[config.mk]
export PLATFORM = sky130hd
export DESIGN_NAME = hazard_dest_scheduler
export DESIGN_NICKNAME = d
export VERILOG_FILES = /design/src/rtl/hazard_dest_scheduler.sv
export SDC_FILE = /design/constraint.sdc
export NUM_CORES = 1
export LEC_CHECK = 0
export BUFFER_PORTS_ARGS = -buffer_cell sky130_fd_sc_hd__buf_2
export CAP_MARGIN = 10
export CORE_MARGIN = 2
export CORE_UTILIZATION = 49
export DETAILED_ROUTE_END_ITERATION = 16
export GPL_TIMING_DRIVEN = 0
export PLACE_DENSITY = 0.71
export SYNTH_ARGS = -nofsm -noshare
export SYNTH_HDL_FRONTEND = slang
export SYNTH_SLANG_ARGS = --single-unit
[constraint.sdc]
create_clock -name clk -period 1.55 [get_ports clk]
set_input_delay 0 -clock clk [delete_from_list [all_inputs] [get_ports clk]]
set_output_delay 0 -clock clk [all_outputs]
set_load 0.01 [all_outputs]
[src/rtl/hazard_dest_scheduler.sv]
// ---------------------------------------------------------------------------
// hazard_dest_scheduler
//
// Purpose:
//   Follows the destination register of each instruction through the EX, MEM
//   and WB stages of a 5-stage pipeline. The EX destination is taken from the
//   rt/rd dest mux as the instruction leaves ID. The block also detects
//   load-use hazards, produces the stall and flush controls for the front end,
//   and produces the EX operand forwarding selects.
//
// Ports:
//   clk, rst_n     rising-edge clock, asynchronous active-low reset
//   id_*           decoded fields of the instruction currently in ID
//   ex_branch_tk   branch resolved taken in EX this cycle
//   mem_wait       data memory not ready; the whole pipe freezes
//   stall          hold PC and IF/ID
//   flush          clear IF/ID
//   ex_regdst      registered dest-mux select of the EX instruction
//   fwd_a, fwd_b   EX operand sources: 00 regfile, 10 EX/MEM, 01 MEM/WB
//   wb_dest        destination register of the WB instruction
//   wb_we          register-file write enable of the WB instruction
// ---------------------------------------------------------------------------
module hazard_dest_scheduler #(
    parameter int REG_W    = 5,
    parameter int ZERO_REG = 0
) (
    input  logic             clk,
    input  logic             rst_n,
    input  logic             id_valid,
    input  logic [REG_W-1:0] id_rs,
    input  logic [REG_W-1:0] id_rt,
    input  logic [REG_W-1:0] id_rd,
    input  logic             id_uses_rt,
    input  logic             id_regdst,
    input  logic             id_regwrite,
    input  logic             id_memread,
    input  logic             ex_branch_tk,
    input  logic             mem_wait,
    output logic             stall,
    output logic             flush,
    output logic             ex_regdst,
    output logic [1:0]       fwd_a,
    output logic [1:0]       fwd_b,
    output logic [REG_W-1:0] wb_dest,
    output logic             wb_we
);

    localparam logic [REG_W-1:0] ZERO = REG_W'(ZERO_REG);

    // EX stage state
    logic             ex_v_q,      ex_v_d;
    logic             ex_wr_q,     ex_wr_d;
    logic             ex_mr_q,     ex_mr_d;
    logic             ex_regdst_q, ex_regdst_d;
    logic [REG_W-1:0] ex_dest_q,   ex_dest_d;
    logic [REG_W-1:0] ex_rs_q,     ex_rs_d;
    logic [REG_W-1:0] ex_rt_q,     ex_rt_d;

    // MEM stage state. Whether the MEM instruction is a load is not tracked:
    // nothing downstream of EX needs it.
    logic             mem_v_q,     mem_v_d;
    logic             mem_wr_q,    mem_wr_d;
    logic [REG_W-1:0] mem_dest_q,  mem_dest_d;

    // WB stage state
    logic             wb_v_q,      wb_v_d;
    logic             wb_wr_q,     wb_wr_d;
    logic [REG_W-1:0] wb_dest_q,   wb_dest_d;

    logic             load_use;
    logic [REG_W-1:0] id_dest;

    // Forwarding source for one EX operand. The MEM match is tested first,
    // so the most recent producer wins. A bubble in EX never forwards.
    function automatic logic [1:0] fwd_sel(
        input logic             ex_v,
        input logic [REG_W-1:0] src,
        input logic             m_v,
        input logic             m_wr,
        input logic [REG_W-1:0] m_dest,
        input logic             w_v,
        input logic             w_wr,
        input logic [REG_W-1:0] w_dest
    );
        logic [1:0] sel;
        sel = 2'b00;
        if (ex_v) begin
            if (m_v && m_wr && (m_dest != ZERO) && (m_dest == src)) begin
                sel = 2'b10;
            end else if (w_v && w_wr && (w_dest != ZERO) && (w_dest == src)) begin
                sel = 2'b01;
            end
        end
        return sel;
    endfunction

    // Hazard detection and next-state selection. mem_wait freezes every
    // stage. A taken branch or a load-use hazard injects a bubble into EX
    // while the older instructions keep draining. The branch case takes
    // priority, so a hazard against a squashed instruction never stalls.
    always_comb begin
        id_dest  = id_regdst ? id_rd : id_rt;
        load_use = id_valid && ex_v_q && ex_mr_q && (ex_dest_q != ZERO) &&
                   ((ex_dest_q == id_rs) || (id_uses_rt && (ex_dest_q == id_rt)));

        ex_v_d      = ex_v_q;
        ex_wr_d     = ex_wr_q;
        ex_mr_d     = ex_mr_q;
        ex_regdst_d = ex_regdst_q;
        ex_dest_d   = ex_dest_q;
        ex_rs_d     = ex_rs_q;
        ex_rt_d     = ex_rt_q;
        mem_v_d     = mem_v_q;
        mem_wr_d    = mem_wr_q;
        mem_dest_d  = mem_dest_q;
        wb_v_d      = wb_v_q;
        wb_wr_d     = wb_wr_q;
        wb_dest_d   = wb_dest_q;

        if (!mem_wait) begin
            wb_v_d     = mem_v_q;
            wb_wr_d    = mem_wr_q;
            wb_dest_d  = mem_dest_q;
            mem_v_d    = ex_v_q;
            mem_wr_d   = ex_wr_q;
            mem_dest_d = ex_dest_q;
            if (ex_branch_tk || load_use || !id_valid) begin
                ex_v_d      = 1'b0;
                ex_wr_d     = 1'b0;
                ex_mr_d     = 1'b0;
                ex_regdst_d = 1'b0;
                ex_dest_d   = ZERO;
                ex_rs_d     = ZERO;
                ex_rt_d     = ZERO;
            end else begin
                ex_v_d      = 1'b1;
                ex_wr_d     = id_regwrite;
                ex_mr_d     = id_memread;
                ex_regdst_d = id_regdst;
                ex_dest_d   = id_dest;
                ex_rs_d     = id_rs;
                ex_rt_d     = id_rt;
            end
        end
    end

    // Stage registers; reset empties the whole pipe at once.
    always_ff @(posedge clk or negedge rst_n) begin
        if (!rst_n) begin
            ex_v_q      <= 1'b0;
            ex_wr_q     <= 1'b0;
            ex_mr_q     <= 1'b0;
            ex_regdst_q <= 1'b0;
            ex_dest_q   <= ZERO;
            ex_rs_q     <= ZERO;
            ex_rt_q     <= ZERO;
            mem_v_q     <= 1'b0;
            mem_wr_q    <= 1'b0;
            mem_dest_q  <= ZERO;
            wb_v_q      <= 1'b0;
            wb_wr_q     <= 1'b0;
            wb_dest_q   <= ZERO;
        end else begin
            ex_v_q      <= ex_v_d;
            ex_wr_q     <= ex_wr_d;
            ex_mr_q     <= ex_mr_d;
            ex_regdst_q <= ex_regdst_d;
            ex_dest_q   <= ex_dest_d;
            ex_rs_q     <= ex_rs_d;
            ex_rt_q     <= ex_rt_d;
            mem_v_q     <= mem_v_d;
            mem_wr_q    <= mem_wr_d;
            mem_dest_q  <= mem_dest_d;
            wb_v_q      <= wb_v_d;
            wb_wr_q     <= wb_wr_d;
            wb_dest_q   <= wb_dest_d;
        end
    end

    // Front-end controls. They are gated by rst_n so that they read 0 during
    // reset even if mem_wait or a branch happens to be asserted.
    always_comb begin
        stall = rst_n && (mem_wait || (!ex_branch_tk && load_use));
        flush = rst_n && !mem_wait && ex_branch_tk;
    end

    always_comb begin
        fwd_a = fwd_sel(ex_v_q, ex_rs_q, mem_v_q, mem_wr_q, mem_dest_q,
                        wb_v_q, wb_wr_q, wb_dest_q);
        fwd_b = fwd_sel(ex_v_q, ex_rt_q, mem_v_q, mem_wr_q, mem_dest_q,
                        wb_v_q, wb_wr_q, wb_dest_q);
    end

    assign ex_regdst = ex_regdst_q;
    assign wb_dest   = wb_dest_q;
    assign wb_we     = wb_v_q && wb_wr_q;

endmodule

==> summary.md, run 1 <==
| Metric | Value |
|---|---|
| Core area | `3690 um^2` |
| Chip height | `66.1 um` |
| DRC Markers | `0` |
| Outcome | `complete, but fails checks` |
| Worst slew margin | `0.497` |
| Detailed placer's ending HPWL | `3.24 mm` |
| Clock transition at the registers of the reported paths | `0.06 ns` |
| Min Hold Slack | `-0.222 ns` |
| Compound-Gate Fraction of Synth Area | `0.171` |
| Antenna viol nets, final | `0` |
| Hold Violations, Final | `33` |
| Min Tclk post-route | `1.95 ns` |
| Vias in the first global route | `1633` |
| Final setup margin | `-0.399 ns` |
| Layout cell share with drive strength beyond 1 | `0.385` |
| CTS tree | `built` |
| CP Class | `flop to primary output` |
| Mux cell area share after synthesis | `0.113` |
| Worst-Skew Late Latency | `0.28 ns` |
| Via Count | `1710` |
| Worst Setup End Kind | `primary output` |
| Die Span X | `66.1 um` |
| Mean Syn Cell Area | `10.5 um^2` |
| Synth area leader | `dfrtp_1` |
| Total of max-cap violations | `0` |
| Total nets after synthesis | `205` |
| Critical Path AT | `1.95 ns` |
| Pre-CTS WS | `-0.268 ns` |
| YS warnings | `0` |
| Area grow syn2layout | `34.1%` |
| Worst Tran Pin Value | `0.755 ns` |
| Num CTS Buffers | `5` |
| Clock Skew | `0.00107 ns` |
| Post-synthesis adder-cell area fraction | `0` |
| Die Footprint | `4370 um^2` |
| Tot GR Track Use | `0.251` |
| Initial drt markers | `70` |
| Post-Synth XOR/XNOR Area | `0.139` |
| Slowest-stage cell, CP | `or4_4` |
| Synth top area share | `0.437` |
| Sum Neg Setup Slack | `-5.41 ns` |
| Fill cells | `289` |
| Post-CTS Hold Fix Bufs | `12` |
| Fin crit share | `1.26` |
| Critical-path cell list | `or4_4, o2111ai_4, buf_6, nor3_2, a22o_1, buf_2` |
| Post-route cell area | `2540 um^2` |
| Core Util, Final | `0.688` |
| RD Place Congestion | `0.826` |
| CTS Root Buffer Type | `clkbuf_8` |
| Clock sink total | `33` |
| Total wire length | `5.04 mm` |
| Synth cell types | `26` |
| # IOs | `37` |
| Synth top area cells | `dfrtp_1, mux2_2, xnor2_1` |
| Simple-Gate Fraction of Synth Area | `0.101` |
| Via density | `5.70` |
| Maximum buffer depth of the clock tree | `2` |
| Post-DP Area | `2140 um^2` |
| Grt ovf | `0` |
| Starting Density | `0.513` |
| CTS H-tree lvls | `2` |
| Worst Path Max Fanout | `2` |
| Largest family of logic cells by synthesized area | `compound AO/OA/AOI/OAI gates` |
| Unrepaired setup endpoints after global routing | `true` |
| #FFs+latches synth | `33` |
| Drt pass-1 iters | `4` |
| Mapped Cells | `181` |
| Max-slew violations | `0` |
| Global-route wire length before repair | `8.14 mm` |
| Worst path max stage delay | `0.55 ns` |
| Failing checks | `hold timing, setup timing` |
| Reg2reg setup slack | `-0.23 ns` |
| Initial antenna violation count | `0` |
| VDD IR max | `0.000602 V` |
| Port bufs | `34` |
| Hold WC Path Type | `input port to async pin` |
| Mapped cell area | `1890 um^2` |
| Per-cell routed wire length | `16.8 um` |
| Sequential fraction of the synthesis area | `0.437` |
| Largest net degree at the start of global routing | `36` |
| R2R Path End | `ex_rs_q[0]` |
| Nets | `275` |
| Worst EP required | `1.55 ns` |
| Fmax | `513 MHz` |
| Startpoint type of the worst setup path | `flop` |
| Row Count | `22` |
| Overall Power | `2.29 mW` |
| Leakage | `1.16 nW` |
| Total power per unit cell area | `902 nW/um^2` |
| Final Setup Violations | `24` |
| Number of antenna diodes | `0` |
| Reg2Reg Depth | `6` |
| RR Startpoint | `ex_dest_q[3]` |
## what timing repair did
item / 4_1_cts / 5_1_grt
endpoints found under the setup margin: 24 / 24
cloned: 0 / 0
gates resized for setup: 11 / 7
endpoints found under the hold margin: 45 / 33
setup buffers: 16 / 1
pin swaps: 9 / 4
## how the worst max path moves through the flow
stage	start	end	depth (start not counted)	slack (ns)
global route	ex_dest_q[3]	stall	7	-0.47
global placement	ex_dest_q[1]	stall	6	-0.26
CTS	mem_dest_q[3]	fwd_b[0]	6	-0.39
floorplan	ex_dest_q[1]	stall	5	-0.04
finish	ex_dest_q[3]	stall	6	-0.40
detailed placement	ex_dest_q[1]	stall	6	-0.27
## stage by stage
stage,hold slack [ns],instances
finish,-0.222,300
global route,-0.160,300
CTS,-0.192,299
detailed placement,0.113,263
global placement,0.116,263
floorplan,-0.296,181
## cell families (layout without fill, tap and decap cells)
logic type | Yosys count | after routing
AO/OA/AOI/OAI | 48 | 48
AND/OR/NAND/NOR | 35 | 35
flip-flops | 33 | 33
XOR/XNOR | 30 | 30
multiplexers | 19 | 19
buffers and inverters | 16 | 87
## cell usage in the layout, fill, tap and decap left out, types with 2 or more instances in the layout
cell type,netlist,final
and2_1,3,3
buf_6,2,2
a32oi_1,13,13
xor2_1,12,12
nor4_2,0,3
mux2_2,19,19
a21oi_2,0,2
nand2_1,15,15
clkbuf_8,0,7
dlygate4sd3_1,0,12
or4_4,0,3
o211ai_1,2,2
dfrtp_1,33,29
inv_1,2,2
a21oi_1,10,8
a22oi_1,6,6
dfrtp_2,0,4
buf_4,0,16
nand3_1,4,4
clkbuf_1,11,8
buf_1,1,2
buf_2,0,34
nor3_1,2,2
o21ai_1,0,14
xnor2_1,18,18
## metal layers
layer | part of all wire | up-vias | global-route usage | wire [um]
met5 | 0 | - | 0 | 0
met1 | 0.41 | 835 | 0.327 | 2090
met3 | 0.067 | 6 | 0.0477 | 336
li1 | - | 807 | - | -
met2 | 0.51 | 62 | 0.424 | 2550
met4 | 0.013 | 0 | 0.0740 | 65
## registers in the layout, indices dropped and copies added, names as in the netlist
name        flops
ex_dest_q       5
ex_wr_q         1
wb_v_q          1
ex_regdst       1
ex_rs_q         5
mem_wr_q        1
wb_wr_q         1
ex_rt_q         5
ex_v_q          1
ex_mr_q         1
mem_dest_q      5
wb_dest         5
mem_v_q         1
## layout make-up
class | instances | area [um^2] | share of cell area
Tap cell | 48 | 60.1 | 0.0237
Clock inverter | 1 | 5.00 | 0.00197
Sequential cell | 33 | 831 | 0.327
Clock buffer | 7 | 96.3 | 0.0380
Timing Repair Buffer | 63 | 425 | 0.168
Inverter | 2 | 7.51 | 0.00296
Buffer | 14 | 72.6 | 0.0286
Multi-Input combinational cell | 132 | 1040 | 0.410
## worst max-delay path, delay by kind of cell (launching register included)
kind                   cells  cell delay (ns)
and+or+nand+nor            2             0.58
DFF                        1             0.40
buffers and inverters      2             0.27
AOI/OAI and AO/OA          2             0.40
## power breakdown
part	total, mW	internal (mW)	switching, mW	leakage [nW]
registers	1.03	0.948	0.0859	0.430
clock network	0.707	0.401	0.306	0.0542
logic	0.548	0.280	0.268	0.672
## cell usage after synthesis, drive strengths merged
library cell and count:
inv 2, o22ai 1, clkbuf 11, a21oi 10, or4 4, mux2 19, nand3 4, nand2 15
and2 3, nand4 1, o2111ai 1, xor2 12, a22oi 6, dfrtp 33, o21ai 14, a32oi 13
xnor2 18, nor3 3, nor3b 2, o211ai 2, buf 3, nor4 3, a22o 1
Power figures use the tool's default switching activity.
==> run 2: changes to the inputs <==
CTS_BUF_LIST = sky130_fd_sc_hd__clkbuf_16   (was default)
==> summary.md, run 2 (synthesized netlist as in run 1, its figures left out) <==
| Metric | Value |
|---|---|
| Worst EP required | `1.55 ns (about the same)` |
| Antenna viol nets, final | `0 (unchanged)` |
| Core area | `3690 um^2 (unchanged)` |
| Row Count | `22 (unchanged)` |
| Clock Skew | `0.00559 ns (+0.00452 ns)` |
| Worst Setup End Kind | `primary output` |
| Failing checks | `hold timing, setup timing` |
| Register share of total power | `0.415 (-0.037)` |
| Outcome | `complete, but fails checks` |
| Global-route wire length before repair | `7.92 mm (-2.7%)` |
| Commonest non-fill, non-tap cell in the layout | `buf_2` |
| Critical path's top delay family | `simple AND/OR/NAND/NOR gates` |
| # IOs | `37 (unchanged)` |
| Post-DP Area | `2140 um^2 (unchanged)` |
| DRC Markers | `0 (unchanged)` |
| Worst path max stage delay | `0.56 ns (about the same)` |
| CP Class | `flop to primary output` |
| Worst path bufs/invs | `2 (unchanged)` |
| Total of max-cap violations | `0 (unchanged)` |
| Most frequent cells in the layout | `buf_2, dfrtp_1, mux2_2, xnor2_1, nand2_1` |
| Final Setup Violations | `24 (unchanged)` |
| Max-slew violations | `0 (unchanged)` |
| Clock power frac | `0.368 (+0.059)` |
| Unrepaired setup endpoints after global routing | `true` |
| Fill cells | `284 (-1.7%)` |
| Int Pwr | `1.80 mW (+11%)` |
| Worst Path Max Fanout | `2 (unchanged)` |
| Nets | `273 (-0.73%)` |
| Area grow syn2layout | `35.8%` |
| Maximum buffer depth of the clock tree | `2 (unchanged)` |
| Fmax | `516 MHz (+0.61%)` |
| VDD IR max | `0.000671 V (+12%)` |
| Critical Path AT | `1.94 ns (about the same)` |
| Multi-input gate area | `1050 um^2 (+1.1%)` |
| CTS H-tree lvls | `2 (unchanged)` |
| Net Sw Power | `0.691 mW (+4.7%)` |
| Per-cell routed wire length | `16.9 um (+0.89%)` |
| Fin crit share | `1.25 (-0.00756)` |
| Initial antenna violation count | `0 (unchanged)` |
| Clock sink total | `33 (unchanged)` |
| Register Area | `831 um^2 (unchanged)` |
| Starting Density | `0.513 (unchanged)` |
| Die Footprint | `4370 um^2 (unchanged)` |
| Chip height | `66.1 um (unchanged)` |
| Slowest-stage cell, CP | `or4_4` |
| Critical-path cell list | `or4_4, o2111ai_4, buf_6, nor3_2, a22o_1, buf_2` |
| Overall Power | `2.50 mW (+9.0%)` |
| Min Tclk post-route | `1.94 ns (-0.0117 ns)` |
| CTS Root Buffer Type | `clkbuf_16` |
| Die Span X | `66.1 um (unchanged)` |
| Num CTS Buffers | `5 (unchanged)` |
| Total power per unit cell area | `971 nW/um^2 (+7.7%)` |
| Post-route cell area | `2570 um^2 (+1.3%)` |
| Largest net degree at the start of global routing | `36 (unchanged)` |
| Port bufs | `34 (unchanged)` |
| Via density | `5.66 (-0.74%)` |
| Detailed placer's ending HPWL | `3.24 mm (unchanged)` |
| Worst-Skew Late Latency | `0.28 ns (about the same)` |
| Tot GR Track Use | `0.248 (-0.00335)` |
| RD Place Congestion | `0.826 (unchanged)` |
| Layout cell share with drive strength beyond 1 | `0.392 (+0.00708)` |
| Grt ovf | `0 (unchanged)` |
| Total wire length | `5.05 mm (+0.22%)` |
| Initial drt markers | `54 (-23%)` |
| Worst Tran Pin Value | `0.761 ns (+0.00622 ns)` |
| Via Count | `1686 (-1.4%)` |
| Reg2reg setup slack | `-0.25 ns (-0.02 ns)` |
| Min Hold Slack | `-0.209 ns (+0.0138 ns)` |
| Hold WC Path Type | `input port to async pin` |
| Hold Violations, Final | `33 (unchanged)` |
| Startpoint type of the worst setup path | `flop` |
| Sw frac | `0.277 (-0.0115)` |
| Number of antenna diodes | `0 (unchanged)` |
| Combinational power share | `0.218 (-0.022)` |
| Vias in the first global route | `1579 (-3.3%)` |
| Worst slew margin | `0.493 (-0.00415)` |
| Clock transition at the registers of the reported paths | `0.05 ns (about the same)` |
| Post-CTS Hold Fix Bufs | `10 (-2)` |
| Final setup margin | `-0.387 ns (+0.0117 ns)` |
| Drt pass-1 iters | `4 (unchanged)` |
| Leakage | `1.17 nW (+0.87%)` |
| CTS tree | `built` |
-- run 2: changes by cell type in the layout (fill, tap and decap cells not counted) --
cell           previous run  this run
a21oi_2                   2         3
clkbuf_16                 0         5
buf_4                    16        14
clkbuf_8                  7         0
clkinv_1                  0         2
buf_8                     1         0
buf_6                     2         5
clkbuf_2                  1         2
a32oi_1                  13        12
dlygate4sd3_1            12        10
a32oi_2                   0         1
buf_1                     2         1
a21oi_1                   8         7
-- run 2: layout make-up --
type                    instances  share of cell area
multi-input cells             132               0.409
well taps                      48              0.0234
clock buffers                   5              0.0487
inverters                       2             0.00292
plain buffers                  14              0.0287
flip-flops and latches         33               0.323
clock inverters                 3             0.00487
repair buffers                 61               0.159
-- run 2: power groups by stage --
stage	Clock, mW	Sequential (mW)	Combinational [mW]
floorplan	0	1.05	0.277
global placement	0	1.07	0.404
detailed placement	0	1.07	0.415
CTS	0.931	1.03	0.517
global route	0.988	1.05	0.596
finish	0.918	1.04	0.543
-- run 2: per-layer routing --
layer / global-route usage / share of wire / up-vias
li1: - / - / 802
met1: 0.324 / 0.41 / 817
met2: 0.416 / 0.51 / 60
met3: 0.0460 / 0.062 / 7
met4: 0.0765 / 0.015 / 0
met5: 0 / 0 / -
-- run 2: worst paths after layout --
path	endpoint	cells after the start	from
worst max-delay path	stall	6	ex_dest_q[3]
worst min-delay path	ex_regdst	1	rst_n
worst max register to register	ex_wr_q	7	ex_dest_q[3]
worst min register to register	ex_regdst	2	ex_regdst
max in group asynchronous	ex_v_q	1	rst_n
min in group clk	ex_rt_q[3]	3	id_rt[3]
-- run 2: stage by stage --
step / setup WS [ns] / std cells / util / hold slack (ns) / TNS [ns]
floorplan: -0.0374 / 181 / - / -0.296 / -0.355
CTS: -0.376 / 295 / 0.680 / -0.176 / -5.25
global placement: -0.255 / 263 / 0.579 / 0.116 / -3.87
finish: -0.387 / 298 / 0.697 / -0.209 / -5.82
detailed placement: -0.268 / 263 / 0.579 / 0.113 / -4.35
global route: -0.452 / 298 / 0.697 / -0.142 / -7.49
-- run 2: repair_timing --
item / CTS / global route
endpoints found under the setup margin: 24 / 24
hold endpoints to repair: 43 / 33
pin swaps: 10 / 6
buffers inserted: 14 / 2
gates cloned: 0 / 1
resized for setup: 10 / 13
-- run 2: worst register-to-register path: stages (launching register included) --
cell and delay [ns]:
dfrtp_2 0.40, or4_4 0.56, o2111ai_4 0.23, buf_6 0.15, buf_6 0.10, buf_6 0.11, a32oi_1 0.08, o21ai_1 0.11
